`src/rtl/rec_ctrl.sv`:
```
// Record/playback transport controller and 2-cycle single-port SRAM access sequencer.
// Turns one-cycle ADC/DAC sample requests into SETUP/STROBE accesses and tracks addresses and length.
module rec_ctrl #(
  parameter int              ADDR_W   = 18,
  parameter logic [ADDR_W-1:0] MAX_ADDR = 18'h3FFFF,
  parameter bit              LOOP     = 1'b0
) (
  input  logic              clk,
  input  logic              reset,
  input  logic              record_btn,
  input  logic              play_btn,
  input  logic              stop_btn,
  input  logic              wr_req,
  input  logic [15:0]       wr_data,
  input  logic              rd_req,
  output logic [15:0]       rd_data,
  output logic              rd_valid,
  output logic [ADDR_W-1:0] sram_addr,
  output logic [15:0]       sram_wdata,
  input  logic [15:0]       sram_rdata,
  output logic              sram_we,
  output logic              sram_oe,
  output logic [1:0]        mode,
  output logic [ADDR_W:0]   len,
  output logic              overrun
);

  localparam logic [1:0] M_IDLE   = 2'b00;
  localparam logic [1:0] M_REC    = 2'b01;
  localparam logic [1:0] M_PLAY   = 2'b10;
  localparam logic [1:0] M_PAUSE  = 2'b11;
  localparam logic [1:0] A_IDLE   = 2'b00;
  localparam logic [1:0] A_SETUP  = 2'b01;
  localparam logic [1:0] A_STROBE = 2'b10;

  logic [1:0]        r_mode, r_acc, w_mode_nxt;
  logic              r_acc_wr, r_wpend, r_rpend, r_overrun, r_rd_valid;
  logic [ADDR_W-1:0] r_waddr, r_raddr, r_acc_addr;
  logic [ADDR_W:0]   r_len;
  logic [15:0]       r_wbuf, r_acc_data, r_rd_data;
  logic [2:0]        r_btn_prev;
  logic w_rec_e, w_play_e, w_stop_e;
  logic w_wr_done, w_rd_done, w_last, w_full, w_pb_end;
  logic w_start, w_mode_chg, w_wr_acc, w_rd_acc;

  assign w_rec_e   = record_btn & ~r_btn_prev[0];
  assign w_play_e  = play_btn   & ~r_btn_prev[1];
  assign w_stop_e  = stop_btn   & ~r_btn_prev[2];

  assign w_wr_done = (r_acc == A_STROBE) &&  r_acc_wr;
  assign w_rd_done = (r_acc == A_STROBE) && !r_acc_wr;
  assign w_last    = w_rd_done && ({1'b0, r_acc_addr} == (r_len - 1'b1));
  assign w_full    = w_wr_done && (r_acc_addr == MAX_ADDR) && (r_mode == M_REC);
  assign w_pb_end  = w_last && !LOOP && ((r_mode == M_PLAY) || (r_mode == M_PAUSE));

  assign w_start   = (r_acc == A_IDLE) && (r_wpend || r_rpend);
  assign w_wr_acc  = wr_req && (r_mode == M_REC);
  assign w_rd_acc  = rd_req && (r_mode == M_PLAY);

  // Stop outranks record, record outranks play; automatic end-of-memory/playback wins last.
  always_comb begin
    w_mode_nxt = r_mode;
    case (r_mode)
      M_IDLE: if (!w_stop_e) begin
        if (w_rec_e)                        w_mode_nxt = M_REC;
        else if (w_play_e && r_len != '0)   w_mode_nxt = M_PLAY;
      end
      M_REC:  if (w_stop_e || w_rec_e)      w_mode_nxt = M_IDLE;
      M_PLAY: if (w_stop_e)                 w_mode_nxt = M_IDLE;
              else if (w_play_e)            w_mode_nxt = M_PAUSE;
      default: if (w_stop_e)                w_mode_nxt = M_IDLE;
               else if (w_play_e)           w_mode_nxt = M_PLAY;
    endcase
    if (w_full || w_pb_end) w_mode_nxt = M_IDLE;
  end

  assign w_mode_chg = (w_mode_nxt != r_mode);

  always_ff @(posedge clk) begin
    if (!reset) begin
      r_btn_prev <= '0;
      r_mode     <= M_IDLE;
      r_acc      <= A_IDLE;
      r_acc_wr   <= 1'b0;
      r_acc_addr <= '0;
      r_acc_data <= '0;
      r_waddr    <= '0;
      r_raddr    <= '0;
      r_len      <= '0;
      r_wbuf     <= '0;
      r_wpend    <= 1'b0;
      r_rpend    <= 1'b0;
      r_overrun  <= 1'b0;
      r_rd_data  <= '0;
      r_rd_valid <= 1'b0;
    end else begin
      r_btn_prev <= {stop_btn, play_btn, record_btn};
      r_mode     <= w_mode_nxt;
      r_rd_valid <= 1'b0;

      case (r_acc)
        A_IDLE: if (w_start) begin
          r_acc      <= A_SETUP;
          r_acc_wr   <= r_wpend;
          r_acc_addr <= r_wpend ? r_waddr : r_raddr;
          r_acc_data <= r_wbuf;
        end
        A_SETUP: r_acc <= A_STROBE;
        default: r_acc <= A_IDLE;
      endcase

      if (w_wr_done) begin
        r_waddr <= r_acc_addr + 1'b1;
        r_len   <= r_len + 1'b1;
      end
      if (w_rd_done) begin
        r_rd_data  <= sram_rdata;
        r_rd_valid <= 1'b1;
        r_raddr    <= (LOOP && w_last) ? '0 : r_acc_addr + 1'b1;
      end
      // Entering a transport state restarts its counter even if an old access just finished.
      if (w_mode_chg && w_mode_nxt == M_REC) begin
        r_waddr <= '0;
        r_len   <= '0;
      end
      if (w_mode_chg && r_mode == M_IDLE && w_mode_nxt == M_PLAY) r_raddr <= '0;

      if (w_start &&  r_wpend) r_wpend <= 1'b0;
      if (w_start && !r_wpend) r_rpend <= 1'b0;
      if (w_wr_acc) begin
        if (r_wpend) r_overrun <= 1'b1;
        else begin
          r_wpend <= 1'b1;
          r_wbuf  <= wr_data;
        end
      end
      if (w_rd_acc) begin
        if (r_rpend) r_overrun <= 1'b1;
        else         r_rpend   <= 1'b1;
      end
      if (w_mode_chg) begin
        r_wpend <= 1'b0;
        r_rpend <= 1'b0;
      end
    end
  end

  assign sram_addr  = r_acc_addr;
  assign sram_wdata = r_acc_data;
  assign sram_we    = (r_acc == A_STROBE) && r_acc_wr;
  assign sram_oe    = (r_acc != A_IDLE) && !r_acc_wr;
  assign rd_data    = r_rd_data;
  assign rd_valid   = r_rd_valid;
  assign mode       = r_mode;
  assign len        = r_len;
  assign overrun    = r_overrun;

endmodule

```
`config.mk`:
```
export PLATFORM = sky130hd
export DESIGN_NAME = rec_ctrl
export DESIGN_NICKNAME = d
export VERILOG_FILES = /design/src/rtl/rec_ctrl.sv
export SDC_FILE = /design/constraint.sdc
export NUM_CORES = 1
export LEC_CHECK = 0
export CORE_UTILIZATION = 48
export DETAILED_ROUTE_END_ITERATION = 16
export PLACE_DENSITY = 0.77
export RECOVER_POWER = 25
export SLEW_MARGIN = 20
export SYNTH_ARGS = -nofsm -noshare
export SYNTH_HDL_FRONTEND = slang
export SYNTH_SLANG_ARGS = --single-unit
```
`constraint.sdc`:
```
create_clock -name clk -period 2.6 [get_ports clk]
set_clock_uncertainty 0.2 [all_clocks]
set_input_delay 0.52 -clock clk [delete_from_list [all_inputs] [get_ports clk]]
set_output_delay 0.52 -clock clk [all_outputs]
set_load 0.01 [all_outputs]
```
==> results_dict.tcl <==
set metrics [dict create \
    status "finished with violations" \
    violations "negative setup slack" \
    dr.pass1.iters 7 \
    synth_edf_count 0 \
    cts_tree "built" \
    synth-main-ff-cell "dfxtp_1" \
    clock_power_share 0.494 \
    path_delay_family "simple AND/OR/NAND/NOR gates" \
    grt_pass1_vias 5766 \
    rsz0062_at_grt "true" \
    clock_path_buffers 2 \
    fmax_mhz 371 \
    arrival_ns 2.79 \
    nets 961 \
    place_hpwl_um 12000 \
    nFillCells 1027 \
    syn2layout_area_growth_pct 35.7 \
    critPathLaunchType "flop" \
    post-route-drc-count 0 \
    p_leak_nw 2.98 \
    start_util 0.493 \
    netlist_area_sq_um 6220 \
    grt_pass1_wl_um 28300 \
    async_flop_share 0 \
    cts.clk_slew.worst_paths_ns 0.06 \
    hold_path.class "flop to flop" \
    synth_area_leaders "dfxtp_1, nor2_1, nand2_1" \
    syn_inst 783 \
    setup_violations 2 \
    vias_per_cell 5.57 \
    yosysSeqAreaShare 0.428 \
    swShare 0.238 \
    crit_required_ns 2.70 \
    numCtsBuffers 17 \
    worst_path_max_delay_cell "or3b_4" \
    min_period_over_period 1.04 \
    slew_headroom 0.222 \
    endpoint_kind "flop" \
    cts.hold.buffers_added 0 \
    dp_worst_setup_slack_ns -0.164 \
    maxCapViolations 0 \
    vias 6146 \
    core_sq_um 12600 \
    antenna_left 0 \
    gr-total-overflow 0 \
    layout_min_cycle_time_ns 2.69 \
    pwr-share-comb 0.056 \
    drv_slew 0 \
    crit_buf_inv 1 \
    drtIter0Drc 515 \
    dieHeight_um 116 \
    grt_usage 0.272 \
    final.setup.tns_ns -0.174 \
    grt_max_degree 39 \
    synth_cell_types 49 \
    synth_fp_nets 825 \
    power.density_nw_per_um2 548 \
    totalWireLength_um 18000 \
    power.switching_w 0.00110 \
    diodes 0 \
    power.internal_w 0.00353 \
    die-width_um 116 \
    yosysTopAreaCell "dfxtp_1" \
    cts_sinks 133 \
    dieArea_sq_um 13400 \
    final_hold_viol_count 0 \
    yosysWarnings 0 \
    final_core_util 0.669 \
    cts_max_level 4 \
    antenna_found_initial 0 \
    io-pin-count 114 \
    portBuffers 113 \
    crit_path_max_fanout 3 \
    synth.top_cell.area_share 0.428 \
    layout-drive-gt1-share 0.129 \
    clkLatencyLatePin_ns 0.42 \
    ys_ff_latch 133 \
    crit_chain "inv_2, ha_4, or3b_4, nor4_4, mux2i_1, nor2_2, a2111oi_4, a31oi_2, mux2i_1, nor3_1" \
    syn_avg_cell_area_sq_um 7.95 \
    rows 41 \
    wl_per_cell_um 16.3 \
    worst_pin_slew_ns 1.17 \
    power_frac_seq 0.449 \
    crit_path_frequent_cell "mux2i_1" \
    path_class "flop to flop" \
    cts_root_buf "clkbuf_16" \
    worst_slack_ns -0.0925 \
    place_congestion 0.944 \
    slowest_delay_ns 0.40 \
    max-vdd-ir-drop_mv 0.432 \
]
-- power groups by stage --
stage | Sequential (W) | Combinational (W) | Clock, W
floorplan | 0.00212 | 0.000123 | 0
global placement | 0.00212 | 0.000257 | 0
detailed placement | 0.00212 | 0.000265 | 0
CTS | 0.00208 | 0.000267 | 0.00230
global route | 0.00208 | 0.000282 | 0.00240
finish | 0.00208 | 0.000262 | 0.00229
-- routing by layer --
| metal | track usage | wire length [um] |
|---|---|---|
| met5 | 0 | 0 |
| met3 | 0.0554 | 1130 |
| met1 | 0.334 | 7440 |
| met4 | 0.136 | 578 |
| met2 | 0.452 | 8820 |
-- cells in the mapped netlist, drive strengths merged, types with 3 or more instances --
| cell | n |
|---|---|
| and2 | 6 |
| a21boi | 49 |
| mux2i | 4 |
| o21ai | 31 |
| nand2 | 120 |
| or3 | 11 |
| nor2 | 138 |
| clkbuf | 52 |
| nor3 | 6 |
| dfxtp | 133 |
| inv | 6 |
| nand2b | 6 |
| nand3 | 15 |
| xor2 | 27 |
| buf | 12 |
| nand4 | 11 |
| a21oi | 27 |
| and3 | 9 |
| nor4 | 10 |
| xnor2 | 29 |
| a31oi | 4 |
| ha | 3 |
| a211oi | 50 |
-- what timing repair did --
item                       in CTS  in global routing
setup endpoints to repair       5                  7
pin swaps                       8                  5
resized for setup               6                  6
buffers inserted                2                  0
-- metrics by stage --
step / instance area (sq um) / cells / total power, W / hold slack, ns
4_1_cts: 8470 / 1104 / 0.00464 / 0.264
5_1_grt: 8450 / 1104 / 0.00476 / 0.280
2_1_floorplan: 6250 / 783 / 0.00225 / 0.233
3_3_place_gp: 7860 / 1071 / 0.00238 / 0.244
6_report: 8450 / 1104 / 0.00463 / 0.259
3_5_place_dp: 7870 / 1071 / 0.00239 / 0.256
-- layout make-up --
type                    instances  area, sq um  area share
clock buffers                  18          439      0.0520
multi-input cells             580         3340       0.396
inverters                       6         22.5     0.00267
clock inverters                14          126      0.0150
well taps                     172          215      0.0255
flip-flops and latches        133         2670       0.316
repair buffers                181         1630       0.193
-- flip-flops by register name (all words and copies together), names as in the netlist --
| name | count |
|---|---|
| r_wpend | 1 |
| overrun | 1 |
| r_acc | 2 |
| rd_valid | 1 |
| r_rpend | 1 |
| len | 19 |
| sram_addr | 18 |
| sram_wdata | 16 |
| r_btn_prev | 3 |
| r_waddr | 18 |
| r_wbuf | 16 |
| r_acc_wr | 1 |
| r_raddr | 18 |
| mode | 2 |
| rd_data | 16 |
-- path summary, 6_finish.rpt --
kind	startpoint	endpoint	slack (ns)	cells after the start
setup / recovery	len[1]	r_rpend	-0.09	10
setup reg to reg	len[1]	r_rpend	-0.09	10
hold reg to reg	r_wbuf[14]	sram_wdata[14]	0.26	2
hold / removal	r_wbuf[14]	sram_wdata[14]	0.26	2
-- tightest hold or removal path: stages, from the launching register on --
cell and delay [ns]:
dfxtp_1 0.31, nand2_1 0.05, a21boi_0 0.06
-- kinds of logic after synthesis --
group	after synthesis	synth area share
AOI/OAI and AO/OA	171	0.185
xor gates and xnor gates	56	0.0788
adders and majority gates	3	0.00603
buffers and inverters	70	0.0460
DFF	133	0.428
muxes	4	0.00643
and+or+nand+nor	346	0.250
-- layout by cell type (no fill, tap or decap), types with 2 or more instances in the layout --
cell | netlist | layout
a211oi_1 | 50 | 50
a21boi_0 | 49 | 49
a21oi_1 | 27 | 27
a31oi_1 | 4 | 3
and2_1 | 6 | 6
and3_1 | 8 | 8
buf_2 | 4 | 2
buf_4 | 1 | 60
clkbuf_1 | 52 | 4
clkbuf_16 | 0 | 17
clkdlybuf4s50_1 | 0 | 110
clkinv_2 | 0 | 3
clkinv_4 | 0 | 2
clkinvlp_4 | 0 | 5
dfxtp_1 | 133 | 129
dfxtp_2 | 0 | 4
dlygate4sd3_1 | 0 | 2
ha_1 | 3 | 2
inv_1 | 6 | 4
inv_2 | 0 | 2
inv_6 | 0 | 3
mux2i_1 | 4 | 4
nand2_1 | 120 | 120
nand2b_1 | 6 | 6
nand3_1 | 15 | 15
nand4_1 | 11 | 11
nor2_1 | 137 | 137
nor2b_1 | 2 | 2
nor3_1 | 6 | 6
nor4_1 | 8 | 7
nor4_4 | 2 | 2
nor4b_2 | 1 | 2
o211a_1 | 2 | 2
o21ai_0 | 29 | 28
o21ai_2 | 0 | 2
o31ai_1 | 2 | 2
or3_1 | 11 | 11
xnor2_1 | 29 | 29
xor2_1 | 27 | 27
Note: power is estimated with default switching activity, not from simulation.
